===== config.mk =====
export PLATFORM = sky130hd
export DESIGN_NAME = rotation_sequencer
export DESIGN_NICKNAME = d
export VERILOG_FILES = /design/src/rtl/rotation_sequencer.sv
export SDC_FILE = /design/constraint.sdc
export NUM_CORES = 1
export LEC_CHECK = 0
export ABC_AREA = 1
export BUFFER_PORTS_ARGS = -buffer_cell sky130_fd_sc_hd__buf_2
export CAP_MARGIN = 10
export CORE_ASPECT_RATIO = 0.6
export CORE_UTILIZATION = 53
export DETAILED_ROUTE_END_ITERATION = 7
export PLACE_DENSITY = 0.84
export SLEW_MARGIN = 15
export SYNTH_ARGS = -nofsm -noshare
export SYNTH_HDL_FRONTEND = slang
export SYNTH_SLANG_ARGS = --single-unit

===== constraint.sdc =====
create_clock -name i_clk -period 2.3 [get_ports i_clk]
set_input_delay 0.23 -clock i_clk [delete_from_list [all_inputs] [get_ports i_clk]]
set_output_delay 0.23 -clock i_clk [all_outputs]
set_load 0.03 [all_outputs]

===== src/rtl/rotation_sequencer.sv =====
// Multi-pass rotation controller: splits an N-bit rotate request into passes of
// at most 2^STEP_W-1 through an external single-pass rotator, feeding results back.
module rotation_sequencer #(
  parameter int N       = 16,
  parameter int AMT_W   = 4,
  parameter int STEP_W  = 3,
  parameter int OPT_DIR = 0
) (
  input  logic              i_clk,
  input  logic              i_rst_n,
  input  logic              i_start,
  input  logic [N-1:0]      i_value,
  input  logic [AMT_W-1:0]  i_amount,
  input  logic              i_dir,
  output logic [N-1:0]      o_sh_value,
  output logic [STEP_W-1:0] o_sh_rot,
  output logic              o_sh_dir,
  input  logic [N-1:0]      i_sh_result,
  output logic              o_busy,
  output logic              o_done,
  output logic [N-1:0]      o_result,
  output logic [AMT_W-1:0]  o_passes
);

  typedef enum logic [1:0] {
    S_IDLE = 2'd0,
    S_RUN  = 2'd1,
    S_DONE = 2'd2
  } state_t;

  localparam logic [AMT_W-1:0] HALF_C     = AMT_W'(N / 2);
  localparam logic [AMT_W-1:0] STEP_MAX_C = AMT_W'((1 << STEP_W) - 1);

  state_t             state_q, state_d;
  logic [N-1:0]       work_q, work_d;
  logic [AMT_W-1:0]   rem_q, rem_d;
  logic [AMT_W-1:0]   cnt_q, cnt_d;
  logic               dir_q, dir_d;
  logic [N-1:0]       result_q, result_d;
  logic [AMT_W-1:0]   passes_q, passes_d;
  logic [AMT_W-1:0]   step_s;

  // Per-pass amount: remaining amount clamped to the datapath maximum
  always_comb begin
    step_s = rem_q;
    if (rem_q > STEP_MAX_C) begin
      step_s = STEP_MAX_C;
    end else begin
      step_s = rem_q;
    end
  end

  // Next-state and datapath bookkeeping
  always_comb begin
    state_d  = state_q;
    work_d   = work_q;
    rem_d    = rem_q;
    cnt_d    = cnt_q;
    dir_d    = dir_q;
    result_d = result_q;
    passes_d = passes_q;
    case (state_q)
      S_IDLE: begin
        if (i_start) begin
          work_d = i_value;
          cnt_d  = {AMT_W{1'b0}};
          // N - amount is the modular negation in AMT_W bits
          if ((OPT_DIR != 0) && (i_amount > HALF_C)) begin
            rem_d = {AMT_W{1'b0}} - i_amount;
            dir_d = ~i_dir;
          end else begin
            rem_d = i_amount;
            dir_d = i_dir;
          end
          if (rem_d == {AMT_W{1'b0}}) begin
            state_d  = S_DONE;
            result_d = i_value;
            passes_d = {AMT_W{1'b0}};
          end else begin
            state_d = S_RUN;
          end
        end else begin
          state_d = S_IDLE;
        end
      end
      S_RUN: begin
        work_d = i_sh_result;
        rem_d  = rem_q - step_s;
        cnt_d  = cnt_q + {{(AMT_W-1){1'b0}}, 1'b1};
        if (rem_d == {AMT_W{1'b0}}) begin
          state_d  = S_DONE;
          result_d = i_sh_result;
          passes_d = cnt_d;
        end else begin
          state_d = S_RUN;
        end
      end
      S_DONE: begin
        state_d = S_IDLE;
      end
      default: begin
        state_d = S_IDLE;
      end
    endcase
  end

  // State and data registers
  always_ff @(posedge i_clk or negedge i_rst_n) begin
    if (!i_rst_n) begin
      state_q  <= S_IDLE;
      work_q   <= {N{1'b0}};
      rem_q    <= {AMT_W{1'b0}};
      cnt_q    <= {AMT_W{1'b0}};
      dir_q    <= 1'b0;
      result_q <= {N{1'b0}};
      passes_q <= {AMT_W{1'b0}};
    end else begin
      state_q  <= state_d;
      work_q   <= work_d;
      rem_q    <= rem_d;
      cnt_q    <= cnt_d;
      dir_q    <= dir_d;
      result_q <= result_d;
      passes_q <= passes_d;
    end
  end

  // Outputs decoded from state and registers only
  always_comb begin
    o_busy     = (state_q != S_IDLE);
    o_done     = (state_q == S_DONE);
    o_result   = result_q;
    o_passes   = passes_q;
    o_sh_value = {N{1'b0}};
    o_sh_rot   = {STEP_W{1'b0}};
    o_sh_dir   = 1'b0;
    if (state_q == S_RUN) begin
      o_sh_value = work_q;
      o_sh_rot   = step_s[STEP_W-1:0];
      o_sh_dir   = dir_q;
    end else begin
      o_sh_value = {N{1'b0}};
      o_sh_rot   = {STEP_W{1'b0}};
      o_sh_dir   = 1'b0;
    end
  end

endmodule


==> results.txt, run 1 <==
Status - complete, no violations
Worst path cell trace - inv_2, nand2_4, buf_4, a21oi_1, buf_2
Number of nets with antenna violations after detailed routing - 0
Kind of path behind the tightest hold check - input port to register
RSZ-0062 raised after global routing - false
Critical path's slowest cell - sky130_fd_sc_hd__dfrtp_1
Global-route wire length before repair - 8980 um
Remaining global-route overflow - 0
Worst setup path category - register to primary output
Most common cell after layout, fill and taps aside - sky130_fd_sc_hd__nand2_1
Setup TNS - 0 ps
Endpoint kind of the worst setup timing path - primary output
Buffers on Ports - 81
Measured slew at the worst slew-check pin - 515 ps
Total instance count after detailed placement - 441
Ratio of cells with drive above 1 in the final layout - 0.264
Layout Utilization - 0.692
Core Footprint - 4170 sq um
Crit path largest cell delay - 380 ps
Required time of the critical path - 2070 ps
Ports placed on the boundary - 82
Fin Clk Skew - 6.18 ps
Estimated wirelength of the detail-placed design - 4360 um
Initial detailed-routing violation count - 205
Fraction of power consumed by combinational cells - 0.530
Crit path arrival time - 1550 ps
Startpoint types - register
Clock tree from TritonCTS - built
Area of the die - 4700 sq um
Count of different cell masters after synthesis - 24
Portion of total power attributed to sequential cells - 0.324
Share of the yosys chip area belonging to registers - 0.502
Kind of cell adding the most delay to the critical path - buffers and inverters
Initial Util - 0.562
Max-cap violations - 0
Clock network fraction of total power - 0.146
Maximum number of pins on one net before global-route repair - 43
Routed vias/inst - 4.96
Period minus WS final - 1780 ps
Max Transition Viols Final - 0
Post-CTS setup buffers - 0
Vias in the first global route - 1849
Net Sw Frac - 0.497
Syn_area_per_cell - 7.53 sq um
Slew headroom - 0.657
Ratio of final minimum period to clock period - 0.775
Worst reg-to-reg setup slack - 590 ps
Net switching component of the power - 2.14 mW
Clock root buffer master - sky130_fd_sc_hd__clkbuf_8
Synth warn - 0
Die span in y - 53.5 um
FF+latch area - 1180 sq um
Synthesized netlist net count - 353
Ant. Diodes - 0
Setup violators final - 0
Total of flip-flops plus latches after synthesis - 47
Synthesis-to-finish area growth - 23.1%
Maximum fanout along the worst path - 42
Final Instance Count excl. Fillers - 450
Max Buffers Root-to-Sink - 2
Footprint of the multi-input gates - 950 sq um
Max IR drop VDD - 684 uV
Int Power - 2.17 mW
Peak Freq - 561 MHz
Mapped Cells - 311
Worst Hold Slack - 149 ps
Number of clock sinks - 47
Fillers - 375
Antenna violations before repair - 0
Number of iterations in the first detailed-routing pass - 7
Floorplan row count - 18
GRT Overall Usage - 0.263
Number of H-tree levels - 2
Bufs and invs on worst path - 3
Synth Cell Area - 2340 sq um
Total detailed-routing wirelength - 5940 um
CTS clock-pin slew for the worst setup and hold paths - 80 ps
RePlAce Congestion - 0.847
Detailed-route DRC error count - 0
Number of buffers created by CTS - 5
Total power density per cell area - 1500 nW/um^2
Number of vias in the routed layout - 2231
Commonest cells after routing, fill and taps aside - sky130_fd_sc_hd__nand2_1 (127), sky130_fd_sc_hd__buf_2 (81), sky130_fd_sc_hd__dfrtp_1 (47), sky130_fd_sc_hd__inv_1 (26), sky130_fd_sc_hd__nor2_1 (26)
Number of nets in the layout - 431
Clock latency on the worst-skew pair - 300 ps
Average wire length per cell after detail routing - 13.2 um
Leakage power total - 1.70 nW
Die outline width - 87.8 um
Fin. Hold Viols - 0
-- power by group through the flow --
| stage | Sequential [mW] | Clock, mW | Combinational (mW) |
|---|---|---|---|
| CTS | 1.39 | 0.640 | 2.28 |
| finish | 1.40 | 0.631 | 2.29 |
| global placement | 1.39 | 0 | 2.22 |
| floorplan | 1.66 | 0 | 1.43 |
| global route | 1.43 | 0.673 | 2.52 |
| detailed placement | 1.41 | 0 | 2.26 |
-- worst reg2reg max path: cells and delay by family, from the launching register on --
kind	cells	cell delay [ps]
AND/OR/NAND/NOR	5	990
flip-flops	1	490
buffers and inverters	2	140
-- layer usage --
layer	track usage	routed length [um]	share of wire
met2	0.342	2420	0.41
met4	0.0710	80	0.013
met1	0.423	3060	0.51
met5	0	0	0
met3	0.0546	381	0.064
-- final cells by class --
cell class              count  area share
multi-input cells         218       0.330
well taps                  60      0.0261
inverters                  31      0.0408
repair buffers             86       0.155
clock inverters             2      0.0122
flip-flops and latches     47       0.408
clock buffers               6      0.0287
-- cells by family after synthesis --
kind of cell | Yosys count | synth area share
adder cells (fa/ha/maj) | 2 | 0.0107
AO/OA/AOI/OAI | 34 | 0.0812
buffers and inverters | 46 | 0.0919
AND/OR/NAND/NOR | 182 | 0.314
flip-flops | 47 | 0.502
-- synthesized netlist by cell type --
| master | n | area [sq um] |
|---|---|---|
| sky130_fd_sc_hd__ha_1 | 2 | 25.0 |
| sky130_fd_sc_hd__o21ai_4 | 1 | 16.3 |
| sky130_fd_sc_hd__inv_2 | 4 | 15.0 |
| sky130_fd_sc_hd__buf_2 | 8 | 40.0 |
| sky130_fd_sc_hd__o22ai_1 | 1 | 6.26 |
| sky130_fd_sc_hd__dfrtp_1 | 47 | 1180 |
| sky130_fd_sc_hd__inv_1 | 26 | 97.6 |
| sky130_fd_sc_hd__nand2_4 | 1 | 11.3 |
| sky130_fd_sc_hd__clkbuf_2 | 1 | 5.00 |
| sky130_fd_sc_hd__nand3_1 | 24 | 120 |
| sky130_fd_sc_hd__and2_1 | 1 | 6.26 |
| sky130_fd_sc_hd__nand2_2 | 2 | 12.5 |
| sky130_fd_sc_hd__nand2_1 | 127 | 477 |
| sky130_fd_sc_hd__nor2_1 | 26 | 97.6 |
| sky130_fd_sc_hd__o211ai_1 | 1 | 7.51 |
| sky130_fd_sc_hd__buf_6 | 2 | 22.5 |
| sky130_fd_sc_hd__a21boi_1 | 1 | 7.51 |
| sky130_fd_sc_hd__a21oi_1 | 5 | 25.0 |
| sky130_fd_sc_hd__o21ai_1 | 2 | 10.0 |
| sky130_fd_sc_hd__a22oi_1 | 1 | 7.51 |
| sky130_fd_sc_hd__buf_4 | 4 | 30.0 |
| sky130_fd_sc_hd__clkinv_2 | 1 | 5.00 |
| sky130_fd_sc_hd__nand3_2 | 1 | 10.0 |
| sky130_fd_sc_hd__o21ai_0 | 22 | 110 |
-- timing repair --
| action | in CTS | in global routing |
|---|---|---|
| hold buffers | 1 | 0 |
| gates resized for setup | 0 | 0 |
| hold endpoints to repair | 21 | 0 |
-- path summary, 6_finish.rpt --
check / startpoint / end / cells after the start
hold reg to reg: o_result[2]$_DFFE_PN0P_ / o_result[2]$_DFFE_PN0P_ / 2
min in group asynchronous: i_rst_n / rem_q[0]$_DFFE_PN0P_ / 2
max in group asynchronous: i_rst_n / state_q[0]$_DFF_PN0_ / 3
setup reg to reg: state_q[0]$_DFF_PN0_ / o_result[4]$_DFFE_PN0P_ / 7
hold / removal: i_dir / dir_q$_DFFE_PN0P_ / 3
setup / recovery: state_q[1]$_DFF_PN0_ / o_sh_rot[1] / 5
-- sequential cells by signal, indices dropped and copies added (netlist names) --
name,cells
o_result,16
work_q,16
cnt_q,4
o_passes,4
rem_q,4
state_q,2
dir_q,1
-- stage by stage --
stage	instance area, sq um	worst slack, ps	total power [mW]
3_5_place_dp	2750	603	3.67
6_report	2880	516	4.32
2_1_floorplan	2340	698	3.09
4_1_cts	2880	523	4.31
3_3_place_gp	2750	669	3.60
5_1_grt	2880	410	4.63
Power figures use the tool's default switching activity.
==> run 2, diff against run 1 <==
CORE_UTILIZATION = 45   (was 53)
PLACE_DENSITY = 0.76   (was 0.84)
clock period = 1.45 ns   (was 2.3 ns; I/O delays follow)
==> results.txt, run 2 (synthesis gave the netlist of run 1 again) <==
Busiest metal layer after global routing - met1
Clock root buffer master - sky130_fd_sc_hd__clkbuf_8
Clock latency on the worst-skew pair - 290 ps
Antenna violations before repair - 0
Slew headroom - 0.611
Die span in y - 57.9 um
Total detailed-routing wirelength - 6560 um
Number of buffers created by CTS - 5
Net switching component of the power - 3.76 mW
Logic depth of the worst register-to-register path - 10
Global routing met1 resource utilization - 0.348
Clock tree from TritonCTS - built
Tot Pwr - 7.83 mW
Average wire length per cell after detail routing - 13.9 um
Crit path arrival time - 1750 ps
Worst reg2reg path startpoint - rem_q[0]$_DFFE_PN0P_
Total power density per cell area - 2410 nW/um^2
Number of iterations in the first detailed-routing pass - 4
Max Transition Viols Final - 0
Maximum number of pins on one net before global-route repair - 48
Number of vias in the routed layout - 2368
Remaining global-route overflow - 0
Maximum fanout along the worst path - 5
Max-cap violations - 0
Kind of path behind the tightest hold check - input port to register
Worst path cell trace - inv_2, nand2_2, ha_4, inv_4, a21oi_4, nand3_4, nand2_4, clkbuf_16, nand2_2, nand2_1
Commonest cells after routing, fill and taps aside - sky130_fd_sc_hd__nand2_1 (108), sky130_fd_sc_hd__buf_2 (66), sky130_fd_sc_hd__dfrtp_1 (45), sky130_fd_sc_hd__buf_4 (29), sky130_fd_sc_hd__nand3_1 (24)
FF+latch area - 1180 sq um
Leakage power total - 1.85 nW
Ant. Diodes - 0
Crit path largest cell delay - 400 ps
Fraction of power consumed by combinational cells - 0.597
Fillers - 379
Number of nets with antenna violations after detailed routing - 0
RePlAce Congestion - 0.810
Detailed-route DRC error count - 0
Status - complete, but fails checks
Peak Freq - 660 MHz
Buffers on Ports - 81
Routed vias/inst - 5.03
Hold Path End - dir_q$_DFFE_PN0P_
Floorplan row count - 19
Met3 GRT Util - 0.0669
Ratio of cells with drive above 1 in the final layout - 0.370
Portion of total power attributed to sequential cells - 0.285
Number of clock sinks - 47
Post-Place Worst Slack - -46.8 ps
CTS clock-pin slew for the worst setup and hold paths - 90 ps
Worst Hold Depth - 3
Period minus WS final - 1510 ps
Max Buffers Root-to-Sink - 2
Synthesis-to-finish area growth - 38.5%
Area of the die - 5500 sq um
End of the worst register-to-register path - o_result[7]$_DFFE_PN0P_
RSZ-0062 raised after global routing - true
Worst path setup slack after routing - -64.5 ps
Setup violators final - 20
Footprint of the multi-input gates - 1070 sq um
Number of nets in the layout - 450
Estimated wirelength of the detail-placed design - 4300 um
Die outline width - 95.1 um
Ports placed on the boundary - 82
Worst reg-to-reg setup slack - -60 ps
Int Power - 4.07 mW
GRT Overall Usage - 0.227
Hold path startpoint - i_dir
Top cell by count, worst path - sky130_fd_sc_hd__nand2_2
Worst setup path category - register to register
Initial Util - 0.490
Violated checks - negative setup slack
Measured slew at the worst slew-check pin - 584 ps
Met2 GRT Util - 0.322
Number of H-tree levels - 2
Net Sw Frac - 0.480
Core Footprint - 4780 sq um
Startpoint types - register
Fin. Hold Viols - 0
Most common cell after layout, fill and taps aside - sky130_fd_sc_hd__nand2_1
Max IR drop VDD - 1100 uV
Endpoint kind of the worst setup timing path - register
Critical path's slowest cell - sky130_fd_sc_hd__dfrtp_1
Ratio of final minimum period to clock period - 1.04
Vias in the first global route - 1971
Worst Hold Slack - 82.0 ps
Required time of the critical path - 1690 ps
Clock network fraction of total power - 0.118
Initial detailed-routing violation count - 284
Fin Clk Skew - 8.03 ps
Global-route wire length before repair - 9440 um
## run 2: power groups by stage
stage	Combinational, mW	Sequential (mW)	Clock [mW]
5_1_grt	5.10	2.29	0.986
2_1_floorplan	2.26	2.64	0
3_3_place_gp	3.71	2.23	0
3_5_place_dp	3.80	2.24	0
4_1_cts	3.95	2.21	0.930
6_report	4.67	2.23	0.923
## run 2: worst max-delay path by stage
stage | start | to | slack, ps | cells after the start
after floorplan | state_q[0]$_DFF_PN0_ | o_sh_rot[0] | -70 | 4
after global placement | rem_q[3]$_DFFE_PN0P_ | o_result[6]$_DFFE_PN0P_ | 40 | 8
after detailed placement | rem_q[3]$_DFFE_PN0P_ | o_passes[0]$_DFFE_PN0P_ | -50 | 8
after CTS | rem_q[3]$_DFFE_PN0P_ | o_passes[0]$_DFFE_PN0P_ | 8 | 8
after global routing | rem_q[0]$_DFFE_PN0P_ | o_result[7]$_DFFE_PN0P_ | -120 | 10
final | rem_q[0]$_DFFE_PN0P_ | o_result[7]$_DFFE_PN0P_ | -60 | 10
## run 2: layer usage
layer  vias up  routed length (um)
li1       1152                   -
met1      1114                3030
met2        98                2910
met3         4                 592
met4         0                  31
met5         -                   0
## run 2: cell type report
type,count,share of cell area
flip-flops and latches,47,0.364
repair buffers,105,0.215
clock buffers,6,0.0224
inverters,31,0.0371
clock inverters,1,0.00926
well taps,63,0.0243
multi-input cells,218,0.329
## run 2: critical path: cells and delay by family, from the launching register on
family                   cells  cell delay, ps
AO/OA/AOI/OAI                1             150
adder cells (fa/ha/maj)      1             160
buffers and inverters        3             280
flip-flops                   1             400
AND/OR/NAND/NOR              5             450
## run 2: per-stage QoR
step	setup TNS (ps)	util	cell area, sq um	cells
after global placement	0	0.595	2850	454
final	-638	0.678	3240	471
after floorplan	-202	-	2340	311
after detailed placement	-494	0.595	2850	454
after CTS	0	0.629	3010	464
after global routing	-2150	0.678	3240	471
## run 2: timing repair
action / 4_1_cts / 5_1_grt
hold buffers: 1 / 0
endpoints found under the hold margin: 47 / 0
setup buffers: 2 / 4
resized for setup: 13 / 53
setup endpoints to repair: 40 / 35
gates cloned: 0 / 3
pin swaps: 0 / 7
